<file path="config.mk">
export PLATFORM = sky130hd
export DESIGN_NAME = mtm_alu_deserializer
export DESIGN_NICKNAME = d
export VERILOG_FILES = /design/src/rtl/mtm_alu_pkg.sv /design/src/rtl/mtm_alu_frame_rx.sv /design/src/rtl/mtm_alu_deserializer.sv
export SDC_FILE = /design/constraint.sdc
export NUM_CORES = 1
export LEC_CHECK = 0
export CORE_ASPECT_RATIO = 1.1
export CORE_MARGIN = 4
export CORE_UTILIZATION = 35
export CTS_CLUSTER_DIAMETER = 120
export DETAILED_ROUTE_END_ITERATION = 6
export PLACE_DENSITY = 0.51
export SLEW_MARGIN = 10
export SYNTH_ARGS = -nofsm -noshare
export SYNTH_HDL_FRONTEND = slang
export SYNTH_SLANG_ARGS = --single-unit
</file>
<file path="constraint.sdc">
create_clock -name clk -period 9.3 [get_ports clk]
set_clock_uncertainty 0.1 [all_clocks]
set_input_delay 1.86 -clock clk [delete_from_list [all_inputs] [get_ports clk]]
set_output_delay 1.86 -clock clk [all_outputs]
set_load 0.1 [all_outputs]
</file>
<file path="src/rtl/mtm_alu_pkg.sv">
// Shared constants, frame FSM state type and CRC helper for the mtm ALU input stage.
package mtm_alu_pkg;

  localparam logic [2:0] OP_AND = 3'b000;
  localparam logic [2:0] OP_OR  = 3'b001;
  localparam logic [2:0] OP_ADD = 3'b100;
  localparam logic [2:0] OP_SUB = 3'b101;

  localparam logic [2:0] ERR_NONE = 3'b000;
  localparam logic [2:0] ERR_DATA = 3'b100;
  localparam logic [2:0] ERR_CRC  = 3'b010;
  localparam logic [2:0] ERR_OP   = 3'b001;

  localparam logic [3:0] PKT_BYTES = 4'd8;

  typedef enum logic [1:0] {
    ST_IDLE = 2'd0,
    ST_CMD  = 2'd1,
    ST_DATA = 2'd2,
    ST_STOP = 2'd3
  } frame_state_t;

  // CRC-4 over 68 bits, MSB first, zero initial value; poly excludes the implicit x^4 term.
  function automatic logic [3:0] crc4(input logic [67:0] data, input logic [3:0] poly);
    logic [3:0] crc;
    logic       fb;
    crc = 4'h0;
    for (int i = 67; i >= 0; i--) begin
      fb  = crc[3] ^ data[i];
      crc = {crc[2:0], 1'b0};
      if (fb) crc = crc ^ poly;
    end
    return crc;
  endfunction

  function automatic logic op_supported(input logic [2:0] op);
    return (op == OP_AND) || (op == OP_OR) || (op == OP_ADD) || (op == OP_SUB);
  endfunction

endpackage

</file>
<file path="src/rtl/mtm_alu_frame_rx.sv">
// Bit-level receiver for one 11-bit frame: start, cmd, 8 payload bits LSB first, stop.
// state   | meaning
// IDLE    | line idle, waiting for a start bit (sin=0)
// CMD     | sampling the cmd bit (0 = DATA, 1 = CTL)
// DATA    | shifting in 8 payload bits, LSB first
// STOP    | sampling the stop bit; frame_done is high for this cycle
module mtm_alu_frame_rx
  import mtm_alu_pkg::*;
(
  input  logic       i_clk,
  input  logic       i_rst,
  input  logic       i_sin,
  output logic [7:0] o_byte,
  output logic       o_is_ctl,
  output logic       o_frame_ok,
  output logic       o_frame_done
);

  frame_state_t r_state;
  frame_state_t w_state_nxt;
  logic [2:0]   r_bit_cnt;
  logic [7:0]   r_byte;
  logic         r_cmd;

  // State register.
  always_ff @(posedge i_clk or posedge i_rst) begin
    if (i_rst) r_state <= ST_IDLE;
    else       r_state <= w_state_nxt;
  end

  // Next-state logic.
  always_comb begin
    w_state_nxt = r_state;
    case (r_state)
      ST_IDLE: if (!i_sin) w_state_nxt = ST_CMD;
      ST_CMD:  w_state_nxt = ST_DATA;
      ST_DATA: if (r_bit_cnt == 3'd7) w_state_nxt = ST_STOP;
      ST_STOP: w_state_nxt = ST_IDLE;
      default: w_state_nxt = ST_IDLE;
    endcase
  end

  // Cmd latch, payload shifter and bit counter.
  always_ff @(posedge i_clk or posedge i_rst) begin
    if (i_rst) begin
      r_bit_cnt <= 3'd0;
      r_byte    <= 8'h00;
      r_cmd     <= 1'b0;
    end else begin
      case (r_state)
        ST_CMD: begin
          r_cmd     <= i_sin;
          r_bit_cnt <= 3'd0;
        end
        ST_DATA: begin
          r_byte    <= {i_sin, r_byte[7:1]};
          r_bit_cnt <= r_bit_cnt + 3'd1;
        end
        default: ;
      endcase
    end
  end

  // The stop bit is judged combinationally so the packet logic can act on the same edge.
  assign o_byte       = r_byte;
  assign o_is_ctl     = r_cmd;
  assign o_frame_done = (r_state == ST_STOP);
  assign o_frame_ok   = i_sin;

endmodule

</file>
<file path="src/rtl/mtm_alu_deserializer.sv">
// Packet assembly and checking: collects 8 DATA bytes into {B,A}, validates on the CTL frame.
module mtm_alu_deserializer
  import mtm_alu_pkg::*;
#(
  parameter logic [3:0] CRC_POLY = 4'b0011
) (
  input  logic        clk,
  input  logic        rst,
  input  logic        sin,
  output logic        out_valid,
  output logic [31:0] out_a,
  output logic [31:0] out_b,
  output logic [2:0]  out_op,
  output logic [2:0]  out_err
);

  logic [7:0]  w_byte;
  logic        w_is_ctl;
  logic        w_frame_ok;
  logic        w_frame_done;
  logic        w_data_evt;
  logic        w_ctl_evt;
  logic        w_bad_evt;
  logic [2:0]  w_op;
  logic [3:0]  w_crc_calc;
  logic [2:0]  w_err;

  logic [63:0] r_shift;
  logic [3:0]  r_count;
  logic        r_ovf;
  logic        r_abort;

  mtm_alu_frame_rx u_frame_rx (
    .i_clk        (clk),
    .i_rst        (rst),
    .i_sin        (sin),
    .o_byte       (w_byte),
    .o_is_ctl     (w_is_ctl),
    .o_frame_ok   (w_frame_ok),
    .o_frame_done (w_frame_done)
  );

  assign w_data_evt = w_frame_done &&  w_frame_ok && !w_is_ctl;
  assign w_ctl_evt  = w_frame_done &&  w_frame_ok &&  w_is_ctl;
  assign w_bad_evt  = w_frame_done && !w_frame_ok;
  assign w_op       = w_byte[6:4];
  assign w_crc_calc = crc4({r_shift, 1'b1, w_op}, CRC_POLY);

  // Error code for the CTL frame currently on its stop bit, in priority order.
  always_comb begin
    w_err = ERR_NONE;
    if ((r_count != PKT_BYTES) || r_ovf || r_abort) w_err = ERR_DATA;
    else if (w_byte[3:0] != w_crc_calc)             w_err = ERR_CRC;
    else if (!op_supported(w_op))                   w_err = ERR_OP;
  end

  // Packet accumulation: operand shift register, byte count and sticky error flags.
  always_ff @(posedge clk or posedge rst) begin
    if (rst) begin
      r_shift <= 64'h0;
      r_count <= 4'd0;
      r_ovf   <= 1'b0;
      r_abort <= 1'b0;
    end else if (w_ctl_evt) begin
      r_count <= 4'd0;
      r_ovf   <= 1'b0;
      r_abort <= 1'b0;
    end else if (w_bad_evt) begin
      r_abort <= 1'b1;
    end else if (w_data_evt) begin
      if (r_count < PKT_BYTES) begin
        r_shift <= {r_shift[55:0], w_byte};
        r_count <= r_count + 4'd1;
      end else begin
        r_ovf <= 1'b1;
      end
    end
  end

  // Output registers: loaded on every good CTL stop bit, held otherwise.
  always_ff @(posedge clk or posedge rst) begin
    if (rst) begin
      out_valid <= 1'b0;
      out_a     <= 32'h0;
      out_b     <= 32'h0;
      out_op    <= 3'b000;
      out_err   <= ERR_NONE;
    end else begin
      out_valid <= w_ctl_evt;
      if (w_ctl_evt) begin
        out_b   <= r_shift[63:32];
        out_a   <= r_shift[31:0];
        out_op  <= w_op;
        out_err <= w_err;
      end
    end
  end

endmodule

</file>
==> run_summary.xml <==
<?xml version="1.0" encoding="UTF-8"?>
<metrics>
  <group name="worst_setup_path">
    <metric name="crit_type" unit="">reg -&gt; out</metric>
    <metric name="worst-r2r-setup-slack" unit="ns">5.40</metric>
    <metric name="crit_required" unit="ns">7.34</metric>
    <metric name="critical_path.max_fanout" unit="">2</metric>
    <metric name="worst_setup_endpoint" unit="">out_a[18]</metric>
    <metric name="r2r-end" unit="">out_err[1]</metric>
    <metric name="worst-path-stages" unit="">1</metric>
    <metric name="reg2regPathDepth" unit="">10</metric>
    <metric name="slowest_delay" unit="ns">1.15</metric>
    <metric name="crit_path_cell_trace" unit="">clkdlybuf4s50_1</metric>
    <metric name="critPathCaptureType" unit="">output port</metric>
    <metric name="cp_top_family" unit="">buffers and inverters</metric>
    <metric name="critical_path_data_arrival_time" unit="ns">1.95</metric>
    <metric name="worst_setup_path_startpoint" unit="">out_a[18]</metric>
    <metric name="worstPathBufferInverterCount" unit="">1</metric>
    <metric name="worstSetupStartpointType" unit="">flop</metric>
    <metric name="critical_path.slowest_cell" unit="">sky130_fd_sc_hd__clkdlybuf4s50_1</metric>
    <metric name="rr_startpoint" unit="">r_shift[54]</metric>
  </group>
  <group name="synth">
    <metric name="yosys_warnings" unit="">0</metric>
    <metric name="netlist.area_leader.share" unit="">0.532</metric>
    <metric name="synth.largest_area_cell" unit="">sky130_fd_sc_hd__dfrtp_1</metric>
    <metric name="yosysUniqueCellTypes" unit="">33</metric>
    <metric name="synth_seq_area_share" unit="">0.532</metric>
    <metric name="ys_top_cells_by_area" unit="">sky130_fd_sc_hd__dfrtp_1 53%, sky130_fd_sc_hd__mux2_2 11%, sky130_fd_sc_hd__nand2_1 11%</metric>
    <metric name="syn_inst" unit="">639</metric>
    <metric name="synth.cell_area" unit="mm^2">0.00729</metric>
    <metric name="mean_cell_area_of_the_mapped_netlist" unit="um^2">11.4</metric>
    <metric name="synth_fp_nets" unit="">651</metric>
    <metric name="synth_seq_cells" unit="">155</metric>
  </group>
  <group name="clocking">
    <metric name="cts.path.max_buffers" unit="">2</metric>
    <metric name="clock_latency_late_sink" unit="ns">0.43</metric>
    <metric name="clk_transition_reported_paths" unit="ns">0.06</metric>
    <metric name="cts.repair_timing.setup_buffer_count" unit="">0</metric>
    <metric name="cts_max_level" unit="">4</metric>
    <metric name="cts-hold-fix-buffers" unit="">0</metric>
    <metric name="clock-root-buffer" unit="">sky130_fd_sc_hd__clkbuf_16</metric>
    <metric name="cts_made_buffers" unit="">17</metric>
    <metric name="cts_repair_resize_count" unit="">0</metric>
    <metric name="clock_sinks" unit="">155</metric>
    <metric name="tritoncts" unit="">done</metric>
  </group>
  <group name="layout">
    <metric name="commonest_non_fill_non_tap_cell_in_the_layout" unit="">sky130_fd_sc_hd__nand2_1</metric>
    <metric name="diodes" unit="">0</metric>
    <metric name="mostFrequentLayoutCells" unit="">212 x sky130_fd_sc_hd__nand2_1, 155 x sky130_fd_sc_hd__dfrtp_1, 77 x sky130_fd_sc_hd__xnor2_1</metric>
    <metric name="layout-area-overhead-vs-synth" unit="%">22.1</metric>
    <metric name="fillerInstances" unit="">1943</metric>
    <metric name="layout-drive-gt1-share" unit="">0.159</metric>
    <metric name="finish.net_count" unit="">721</metric>
    <metric name="layout.cell_area.non_filler" unit="mm^2">0.00890</metric>
  </group>
  <group name="place">
    <metric name="buffer_ports.inserted" unit="">73</metric>
    <metric name="routabilityCongestion" unit="">0.756</metric>
    <metric name="placed_cell_area" unit="mm^2">0.00828</metric>
    <metric name="place_hpwl" unit="um">10500</metric>
  </group>
  <group name="global_route">
    <metric name="initial_antenna_violation_count" unit="">0</metric>
    <metric name="grt_pass1_wl" unit="um">26800</metric>
    <metric name="pin_count_of_the_biggest_net_entering_global_routing" unit="">96</metric>
    <metric name="number_of_global_route_vias_before_repair" unit="">4869</metric>
    <metric name="globalRouteOverflowTotal" unit="">0</metric>
    <metric name="grt.total_usage" unit="">0.145</metric>
  </group>
  <group name="sta">
    <metric name="final.setup.tns" unit="ns">0</metric>
    <metric name="report.final.setup_viol" unit="">0</metric>
    <metric name="hold_viol" unit="">0</metric>
    <metric name="final-max-slew-violation-count" unit="">0</metric>
    <metric name="rsz_0062_raised_after_global_routing" unit="">no</metric>
    <metric name="final.period_utilization" unit="">0.421</metric>
    <metric name="fin_crit" unit="ns">3.91</metric>
    <metric name="slew-limit-headroom" unit="">0.342</metric>
    <metric name="tightestPinTransition" unit="ns">0.985</metric>
    <metric name="max_freq" unit="MHz">255</metric>
  </group>
  <group name="routing">
    <metric name="route.detailed.vias_per_inst" unit="">4.65</metric>
    <metric name="detail_route.wl_per_cell" unit="um">16.0</metric>
    <metric name="detail-route-antenna-nets" unit="">0</metric>
    <metric name="drt-total-wl" unit="um">15700</metric>
    <metric name="initialDrtViolationCount" unit="">180</metric>
    <metric name="drtPass1Iterations" unit="">4</metric>
    <metric name="routed-via-count" unit="">4548</metric>
    <metric name="drc_violations_left" unit="">0</metric>
  </group>
  <group name="floorplanning">
    <metric name="num_rows" unit="">55</metric>
    <metric name="io-pin-count" unit="">74</metric>
    <metric name="dieArea" unit="mm^2">0.0232</metric>
    <metric name="die_h" unit="um">159</metric>
    <metric name="design.core.area" unit="mm^2">0.0205</metric>
    <metric name="start_util" unit="">0.355</metric>
    <metric name="dieWidth" unit="um">146</metric>
  </group>
  <group name="worst_hold_path">
    <metric name="min_from" unit="">out_b[16]</metric>
    <metric name="hold_path.class" unit="">reg -&gt; reg</metric>
  </group>
  <group name="flow_run">
    <metric name="drv_cap" unit="">0</metric>
  </group>
  <group name="outcome">
    <metric name="run_status" unit="">completed</metric>
  </group>
</metrics>
## final cells by class
type | count | area, um^2 | share of cell area
sequential | 155 | 3880 | 0.436
multi-input combinational | 449 | 3290 | 0.370
timing repair buffer | 76 | 753 | 0.0847
clock buffer | 17 | 425 | 0.0478
tap | 256 | 320 | 0.0360
clock inverter | 15 | 188 | 0.0211
inverter | 10 | 43.8 | 0.00492
## cell usage after synthesis, drive strengths merged
library cell and number:
buf 2, nand2b 1, o22ai 1, o21ai 8, nand3 4, nand2 212
nor3 4, and3 2, inv 10, nor2 8, nor4b 1, clkbuf 23
and2 1, mux2 73, xnor2 78, ha 9, o21a 1, a211oi 1
nor3b 1, a21oi 3, xnor3 20, xor2 15, a22oi 1, a22o 1
xor3 2, mux2i 1, a31oi 1, dfrtp 155
## state kept, by name, indices dropped and copies added, names as in the netlist, 2 cells and up
register,cells
r_shift,64
out_a,32
out_b,32
u_frame_rx.o_byte,8
r_count,4
out_err,3
out_op,3
u_frame_rx.r_bit_cnt,3
u_frame_rx.r_state,2
## metrics by stage
stage | util | instances | worst slack, ns | hold WS [ns]
final | 0.434 | 978 | 5.39 | 0.371
after global routing | 0.434 | 978 | 5.20 | 0.403
after CTS | 0.434 | 978 | 5.36 | 0.380
after detailed placement | 0.404 | 946 | 5.04 | 0.362
after global placement | 0.404 | 946 | 5.11 | 0.359
after floorplan | - | 639 | 3.16 | 0.349
## worst min path at each step
stage,cells after the start,end
3_5_place_dp,2,out_a[17]
2_1_floorplan,2,r_abort
5_1_grt,2,out_b[16]
3_3_place_gp,2,out_b[24]
4_1_cts,2,out_b[7]
6_report,2,out_b[16]
## cell families after synthesis
kind of cell             count (synthesis)  share of synthesized area
AO/OA/AOI/OAI                           17                     0.0144
flip-flops                             155                      0.532
XOR/XNOR                               115                      0.181
multiplexers                            74                      0.114
adder cells (fa/ha/maj)                  9                     0.0154
AND/OR/NAND/NOR                        234                      0.124
buffers and inverters                   35                     0.0182
## routing by layer
metal  track usage  up-vias  part of all wire
met5             0        -                 0
met4        0.0501        0             0.017
met3        0.0310       22             0.029
met2         0.238       79              0.49
met1         0.190     2240              0.47
li1              -     2207                 -
Power is left out: the tool's default activity adds up to more than one toggle a clock period on the data nets, which glitch-free logic cannot reach.
